$ cat config.mk
export PLATFORM = sky130hd
export DESIGN_NAME = agc_error_stage_flat
export DESIGN_NICKNAME = d
export VERILOG_FILES = /design/src/rtl/agc_error_stage_if.sv /design/src/rtl/agc_error_stage.sv /design/src/flat_wrapper.sv
export SDC_FILE = /design/constraint.sdc
export NUM_CORES = 1
export LEC_CHECK = 0
export BUFFER_PORTS_ARGS = -buffer_cell sky130_fd_sc_hd__buf_4
export CAP_MARGIN = 20
export CORE_UTILIZATION = 61
export DETAILED_ROUTE_END_ITERATION = 6
export GPL_TIMING_DRIVEN = 0
export PLACE_DENSITY = 0.85
export RECOVER_POWER = 100
export SYNTH_ARGS = -nofsm -noshare
export SYNTH_HDL_FRONTEND = slang
export SYNTH_SLANG_ARGS = --single-unit
export TNS_END_PERCENT = 30
$ cat constraint.sdc
create_clock -name i_clock -period 5.15 [get_ports i_clock]
set_clock_uncertainty 0.2 [all_clocks]
set_input_delay 0.2575 -clock i_clock [delete_from_list [all_inputs] [get_ports i_clock]]
set_output_delay 0.2575 -clock i_clock [all_outputs]
set_load 0.02 [all_outputs]
$ cat src/rtl/agc_error_stage_if.sv
// Sample-in / divider-out bundle for agc_error_stage.
// All data fields carry signed two's-complement values.
interface agc_error_stage_if #(
  parameter int DATA_SIZE = 10
);
  logic [DATA_SIZE-1:0] i_sample;
  logic                 i_sample_valid;
  logic                 o_sample_ready;
  logic [DATA_SIZE-1:0] i_setpoint;
  logic                 i_div_valid;
  logic [DATA_SIZE-1:0] o_error;
  logic [DATA_SIZE-1:0] o_reference;
  logic                 o_start;
  logic                 o_setpoint_err;
  logic                 o_timeout;

  modport slave (
    input  i_sample, i_sample_valid, i_setpoint, i_div_valid,
    output o_sample_ready, o_error, o_reference, o_start, o_setpoint_err, o_timeout
  );

  modport master (
    output i_sample, i_sample_valid, i_setpoint, i_div_valid,
    input  o_sample_ready, o_error, o_reference, o_start, o_setpoint_err, o_timeout
  );
endinterface

$ cat src/rtl/agc_error_stage.sv
// AGC error stage: averages |sample| over a window, issues (setpoint - avg, setpoint)
// to the divider and waits for its result so only one division is ever in flight.
module agc_error_stage #(
  parameter int DATA_SIZE   = 10,
  parameter int WINDOW_LOG2 = 4,
  parameter int TIMEOUT     = 255
) (
  input logic               i_clock,
  input logic               i_reset,
  agc_error_stage_if.slave  bus
);
  localparam int AW = DATA_SIZE + WINDOW_LOG2;
  localparam int TW = $clog2(TIMEOUT + 1);

  typedef enum logic [1:0] {ST_ACCUM, ST_CALC, ST_ISSUE, ST_WAIT} state_t;

  state_t                 state_q, state_d;
  logic [AW-1:0]          acc_q, acc_d;
  logic [WINDOW_LOG2-1:0] cnt_q, cnt_d;
  logic [TW-1:0]          timer_q, timer_d;
  logic [DATA_SIZE-1:0]   error_q, error_d;
  logic [DATA_SIZE-1:0]   ref_q, ref_d;
  logic                   sperr_q, sperr_d;
  logic                   tmo_q, tmo_d;

  logic [DATA_SIZE-1:0]   mag;
  logic [DATA_SIZE-1:0]   avg;
  logic [DATA_SIZE-1:0]   sp;
  logic                   sp_le_zero;
  logic                   ready;

  // Magnitude is held unsigned, so |-2^(DATA_SIZE-1)| fits without overflow.
  assign mag        = bus.i_sample[DATA_SIZE-1] ? (~bus.i_sample + 1'b1) : bus.i_sample;
  assign avg        = acc_q[WINDOW_LOG2 +: DATA_SIZE];
  assign sp         = bus.i_setpoint;
  assign sp_le_zero = sp[DATA_SIZE-1] || (sp == '0);
  assign ready      = (state_q == ST_ACCUM) && !i_reset;

  always_comb begin
    state_d = state_q;
    acc_d   = acc_q;
    cnt_d   = cnt_q;
    timer_d = timer_q;
    error_d = error_q;
    ref_d   = ref_q;
    sperr_d = 1'b0;
    tmo_d   = 1'b0;
    case (state_q)
      ST_ACCUM: begin
        if (bus.i_sample_valid) begin
          acc_d = acc_q + {{WINDOW_LOG2{1'b0}}, mag};
          cnt_d = cnt_q + 1'b1;
          if (cnt_q == '1) state_d = ST_CALC;
        end
      end
      ST_CALC: begin
        if (sp_le_zero) begin
          sperr_d = 1'b1;
          acc_d   = '0;
          cnt_d   = '0;
          state_d = ST_ACCUM;
        end else begin
          // A positive setpoint minus avg in 0..2^(DATA_SIZE-1) always fits DATA_SIZE signed.
          error_d = sp - avg;
          ref_d   = sp;
          state_d = ST_ISSUE;
        end
      end
      ST_ISSUE: begin
        timer_d = '0;
        state_d = ST_WAIT;
      end
      ST_WAIT: begin
        if (bus.i_div_valid) begin
          acc_d   = '0;
          cnt_d   = '0;
          timer_d = '0;
          state_d = ST_ACCUM;
        end else if (timer_q == TW'(TIMEOUT - 1)) begin
          tmo_d   = 1'b1;
          acc_d   = '0;
          cnt_d   = '0;
          timer_d = '0;
          state_d = ST_ACCUM;
        end else begin
          timer_d = timer_q + 1'b1;
        end
      end
      default: state_d = ST_ACCUM;
    endcase
  end

  always_ff @(posedge i_clock) begin
    if (i_reset) begin
      state_q <= ST_ACCUM;
      acc_q   <= '0;
      cnt_q   <= '0;
      timer_q <= '0;
      error_q <= '0;
      ref_q   <= '0;
      sperr_q <= 1'b0;
      tmo_q   <= 1'b0;
    end else begin
      state_q <= state_d;
      acc_q   <= acc_d;
      cnt_q   <= cnt_d;
      timer_q <= timer_d;
      error_q <= error_d;
      ref_q   <= ref_d;
      sperr_q <= sperr_d;
      tmo_q   <= tmo_d;
    end
  end

  assign bus.o_sample_ready = ready;
  assign bus.o_error        = error_q;
  assign bus.o_reference    = ref_q;
  assign bus.o_start        = (state_q == ST_ISSUE) && !i_reset;
  assign bus.o_setpoint_err = sperr_q;
  assign bus.o_timeout      = tmo_q;
endmodule
$ cat src/flat_wrapper.sv
// flat-port wrapper written by rule: the top's interface ports become plain ports
module agc_error_stage_flat 
#(
  parameter int DATA_SIZE   = 10,
  parameter int WINDOW_LOG2 = 4,
  parameter int TIMEOUT     = 255
)
  (i_clock, i_reset, bus_i_sample, bus_i_sample_valid, bus_i_setpoint, bus_i_div_valid, bus_o_sample_ready, bus_o_error, bus_o_reference, bus_o_start, bus_o_setpoint_err, bus_o_timeout);
  agc_error_stage_if #(.DATA_SIZE(DATA_SIZE)) bus_i ();
  input logic i_clock;
  input logic i_reset;
  input wire logic [$bits(bus_i.i_sample)-1:0] bus_i_sample;
  input wire logic [$bits(bus_i.i_sample_valid)-1:0] bus_i_sample_valid;
  input wire logic [$bits(bus_i.i_setpoint)-1:0] bus_i_setpoint;
  input wire logic [$bits(bus_i.i_div_valid)-1:0] bus_i_div_valid;
  output wire logic [$bits(bus_i.o_sample_ready)-1:0] bus_o_sample_ready;
  output wire logic [$bits(bus_i.o_error)-1:0] bus_o_error;
  output wire logic [$bits(bus_i.o_reference)-1:0] bus_o_reference;
  output wire logic [$bits(bus_i.o_start)-1:0] bus_o_start;
  output wire logic [$bits(bus_i.o_setpoint_err)-1:0] bus_o_setpoint_err;
  output wire logic [$bits(bus_i.o_timeout)-1:0] bus_o_timeout;
  assign bus_i.i_sample = bus_i_sample;
  assign bus_i.i_sample_valid = bus_i_sample_valid;
  assign bus_i.i_setpoint = bus_i_setpoint;
  assign bus_i.i_div_valid = bus_i_div_valid;
  assign bus_o_sample_ready = bus_i.o_sample_ready;
  assign bus_o_error = bus_i.o_error;
  assign bus_o_reference = bus_i.o_reference;
  assign bus_o_start = bus_i.o_start;
  assign bus_o_setpoint_err = bus_i.o_setpoint_err;
  assign bus_o_timeout = bus_i.o_timeout;
  agc_error_stage #(.DATA_SIZE(DATA_SIZE), .WINDOW_LOG2(WINDOW_LOG2), .TIMEOUT(TIMEOUT)) u_core (.i_clock(i_clock), .i_reset(i_reset), .bus(bus_i));
endmodule
==> flow_metrics.env <==
export IMPL_r2r_cells=7
export IMPL_vias_per_cell=5.86
export IMPL_fmax_mhz=331
export IMPL_grt_max_degree=16
export IMPL_ys_flop_type="dfxtp_1"
export IMPL_ant_nets=0
export IMPL_crit_type="primary input to flip-flop"
export IMPL_clk_pin_slew_ns=0.09
export IMPL_netlist_area_sq_mm=0.00300
export IMPL_fp_dieArea_sq_mm=0.00519
export IMPL_cts_buffers=5
export IMPL_period_share_pct=58.7
export IMPL_syn_area_per_cell_sq_um=7.76
export IMPL_drt_pass1_iter_count=5
export IMPL_critPathLaunch="bus_i_sample[3]"
export IMPL_status="finished clean"
export IMPL_setup_viol=0
export IMPL_rsz0062_at_grt="false"
export IMPL_nets=488
export IMPL_cp_max_fo=6
export IMPL_grt_pass1_vias=2669
export IMPL_cts_root_buf="clkbuf_8"
export IMPL_cts_tree="yes"
export IMPL_drv_cap=0
export IMPL_drc=0
export IMPL_cts_setup_buffers=0
export IMPL_num_rows=25
export IMPL_final_hold_viol_count=0
export IMPL_cp_slowest_cell="a2111oi_0"
export IMPL_wire_per_inst_um=14.1
export IMPL_antenna_found_initial=0
export IMPL_drt_initial_drc_count=151
export IMPL_pin_count=48
export IMPL_fill_cells=410
export IMPL_synth_seq_area_share_pct=33.4
export IMPL_timing_rr_start="u_core.state_q[0]"
export IMPL_start_kind="primary input"
export IMPL_yosysUniqueCellTypes=46
export IMPL_ys_ff_latch=50
export IMPL_grt_overflow_total=0
export IMPL_grt_pass1_wl_mm=11.7
export IMPL_cp_arrival_ns=3.03
export IMPL_die_w_um=72.1
export IMPL_layout_setup_ws_ns=2.13
export IMPL_core_area_sq_mm=0.00472
export IMPL_dp_cells=498
export IMPL_max_slew_margin_pct=55.7
export IMPL_antenna_cells=0
export IMPL_worstPathRequired_ns=5.15
export IMPL_synth_nets=435
export IMPL_synthCells=386
export IMPL_max_clock_path_buffers=2
export IMPL_place_congestion=0.877
export IMPL_vias=2964
export IMPL_max_vdd_ir_drop_mv=0.168
export IMPL_timing_hold_ws_ns=0.0202
export IMPL_power_per_cell_area_mw_per_mm2=259
export IMPL_timing_rr_end="u_core.acc_q[10]"
export IMPL_cp_common_cell="nand3_1"
export IMPL_ff2ff_setup_slack_ns=2.59
export IMPL_dp_hpwl_mm=5.36
export IMPL_finalSetupTns_ns=0
export IMPL_clock_latency_ns=0.31
export IMPL_cts_max_level=2
export IMPL_power_leakage_nw=1.25
export IMPL_endpoint="u_core.acc_q[13]"
export IMPL_cts_resized_gates=0
export IMPL_drive_gt1_share_pct=6.83
export IMPL_total_power_mw=0.883
export IMPL_min_delay_path_class="primary input to flip-flop"
export IMPL_synth_edff_count=0
export IMPL_pre_cts_ws_ns=1.87
export IMPL_start_util_pct=63.4
export IMPL_ys_async_sr_fraction_pct=0
export IMPL_grtUsageTotal_pct=28.2
export IMPL_yosysWarnings=0
export IMPL_end_kind="flip-flop"
export IMPL_period_needed_ns=3.02
export IMPL_area_growth_pct=13.7
export IMPL_slowest_delay_ns=0.58
export IMPL_crit_chain="clkbuf_1 -> or3_1 -> nor2_1 -> nand2_1 -> o31ai_1 -> xnor2_1 -> ha_1 -> nand3_1 -> a21oi_1 -> nand3_1 -> a2111oi_0 -> or4b_1 -> nand3_1"
export IMPL_fin_cells=506
export IMPL_cts_sinks=50
export IMPL_numPortBuffers=45
export IMPL_wl_mm=7.13
export IMPL_dieHeight_um=72.1
export IMPL_drv_slew=0
export IMPL_worst_pin_slew_ns=0.665
==> sequential cells by signal, indices dropped and copies added, names as in the netlist, named ones only <==
register / count
u_core.bus.o_setpoint_err: 1
u_core.state_q: 1
u_core.bus.o_reference: 10
u_core.cnt_q: 4
u_core.bus.o_error: 10
u_core.bus.o_timeout: 1
u_core.acc_q: 14
u_core.timer_q: 8
==> cells by family (layout without fill, tap and decap cells) <==
family / after synthesis / after routing / synth area share (%)
buf+inv: 35 / 88 / 4.47
simple gates: 160 / 160 / 25.4
flops: 50 / 50 / 33.4
fa+ha+maj: 25 / 25 / 10.9
compound gates: 93 / 93 / 19.0
xor+xnor: 22 / 22 / 6.43
mux: 1 / 1 / 0.334
==> per-layer routing <==
layer	share of wire, %	track usage, %
met5	0	0
met4	1.2	8.71
met3	5.6	4.86
met2	49	50.2
met1	44	34.7
==> metrics by stage <==
step,utilization [%],area (sq um)
finish,72.1,3410
floorplan,-,3000
detailed placement,72.3,3420
CTS,74.3,3510
global placement,72.3,3420
global route,72.1,3410
==> cell usage in the layout, fill, tap and decap left out, types with 3 or more instances in the layout <==
cell and count:
a22oi_1 3, dfxtp_1 50, nor2b_1 5, nand2b_1 7, or3_1 6, xnor2_1 16
nand4_1 9, nand2_1 53, buf_4 21, ha_1 23, o31ai_1 4, nor2_1 38
clkbuf_1 39, clkbuf_8 5, inv_1 19, nand3_1 15, o21a_1 3, a21oi_1 38
a211oi_1 8, nor4_1 3, a31oi_1 5, xor2_1 6, nor3_1 13, o21ai_0 20
==> area by class of cell <==
class | count | area (sq um) | share of cell area [%]
clock buffers | 5 | 68.8 | 2.02
flip-flops and latches | 50 | 1000 | 29.4
repair buffers | 46 | 258 | 7.57
multi-input cells | 301 | 1850 | 54.3
inverters | 19 | 71.3 | 2.09
clock inverters | 2 | 15.0 | 0.441
well taps | 67 | 83.8 | 2.46
plain buffers | 16 | 60.1 | 1.76
==> worst min-delay path by stage <==
stage                                      from                        end  slack (ns)  depth (start not counted)
after floorplan                 bus_i_div_valid       u_core.bus.o_timeout        0.13                          1
after global placement    u_core.bus.o_error[4]      u_core.bus.o_error[4]        0.24                          2
after detailed placement  u_core.bus.o_error[3]      u_core.bus.o_error[3]        0.24                          2
after CTS                     bus_i_setpoint[3]  u_core.bus.o_reference[3]        0.02                          3
after global routing          bus_i_setpoint[6]  u_core.bus.o_reference[6]        0.02                          3
final                         bus_i_setpoint[2]  u_core.bus.o_reference[2]        0.02                          3
==> cell usage after synthesis, types with 3 or more instances <==
| library cell | number | area share, % |
|---|---|---|
| o21a_1 | 3 | 0.75 |
| o31ai_1 | 4 | 1.0 |
| a21oi_1 | 38 | 6.3 |
| o21ai_0 | 19 | 3.2 |
| xnor2_1 | 16 | 4.7 |
| nor2_1 | 38 | 4.8 |
| nand3_1 | 15 | 2.5 |
| nand2_1 | 53 | 6.6 |
| xor2_1 | 6 | 1.8 |
| a211oi_1 | 8 | 2.0 |
| clkbuf_1 | 12 | 1.5 |
| nor4_1 | 3 | 0.63 |
| nand2b_1 | 7 | 1.5 |
| nor2b_1 | 5 | 1.0 |
| inv_1 | 19 | 2.4 |
| nand4_1 | 9 | 1.9 |
| a22oi_1 | 3 | 0.75 |
| dfxtp_1 | 50 | 33 |
| ha_1 | 23 | 9.6 |
| nor3_1 | 13 | 2.2 |
| or3_1 | 6 | 1.3 |
| a31oi_1 | 5 | 1.0 |
==> report_power, final <==
| group | total, mW | switching [mW] | internal [mW] |
|---|---|---|---|
| Sequential | 0.412 | 0.0118 | 0.400 |
| Clock | 0.227 | 0.134 | 0.0930 |
| Combinational | 0.245 | 0.139 | 0.105 |
==> critical path, delay by kind of cell <==
family | cells | cell delay (ns)
buffers and inverters | 1 | 0.10
AOI/OAI and AO/OA | 3 | 1.03
and+or+nand+nor | 7 | 1.11
xor gates and xnor gates | 1 | 0.13
adders and majority gates | 1 | 0.39
==> timing repair <==
action,4_1_cts,5_1_grt
hold buffers,1,0
endpoints found under the setup margin,0,0
hold endpoints to repair,1,0
(Power assumes the default switching activity.)
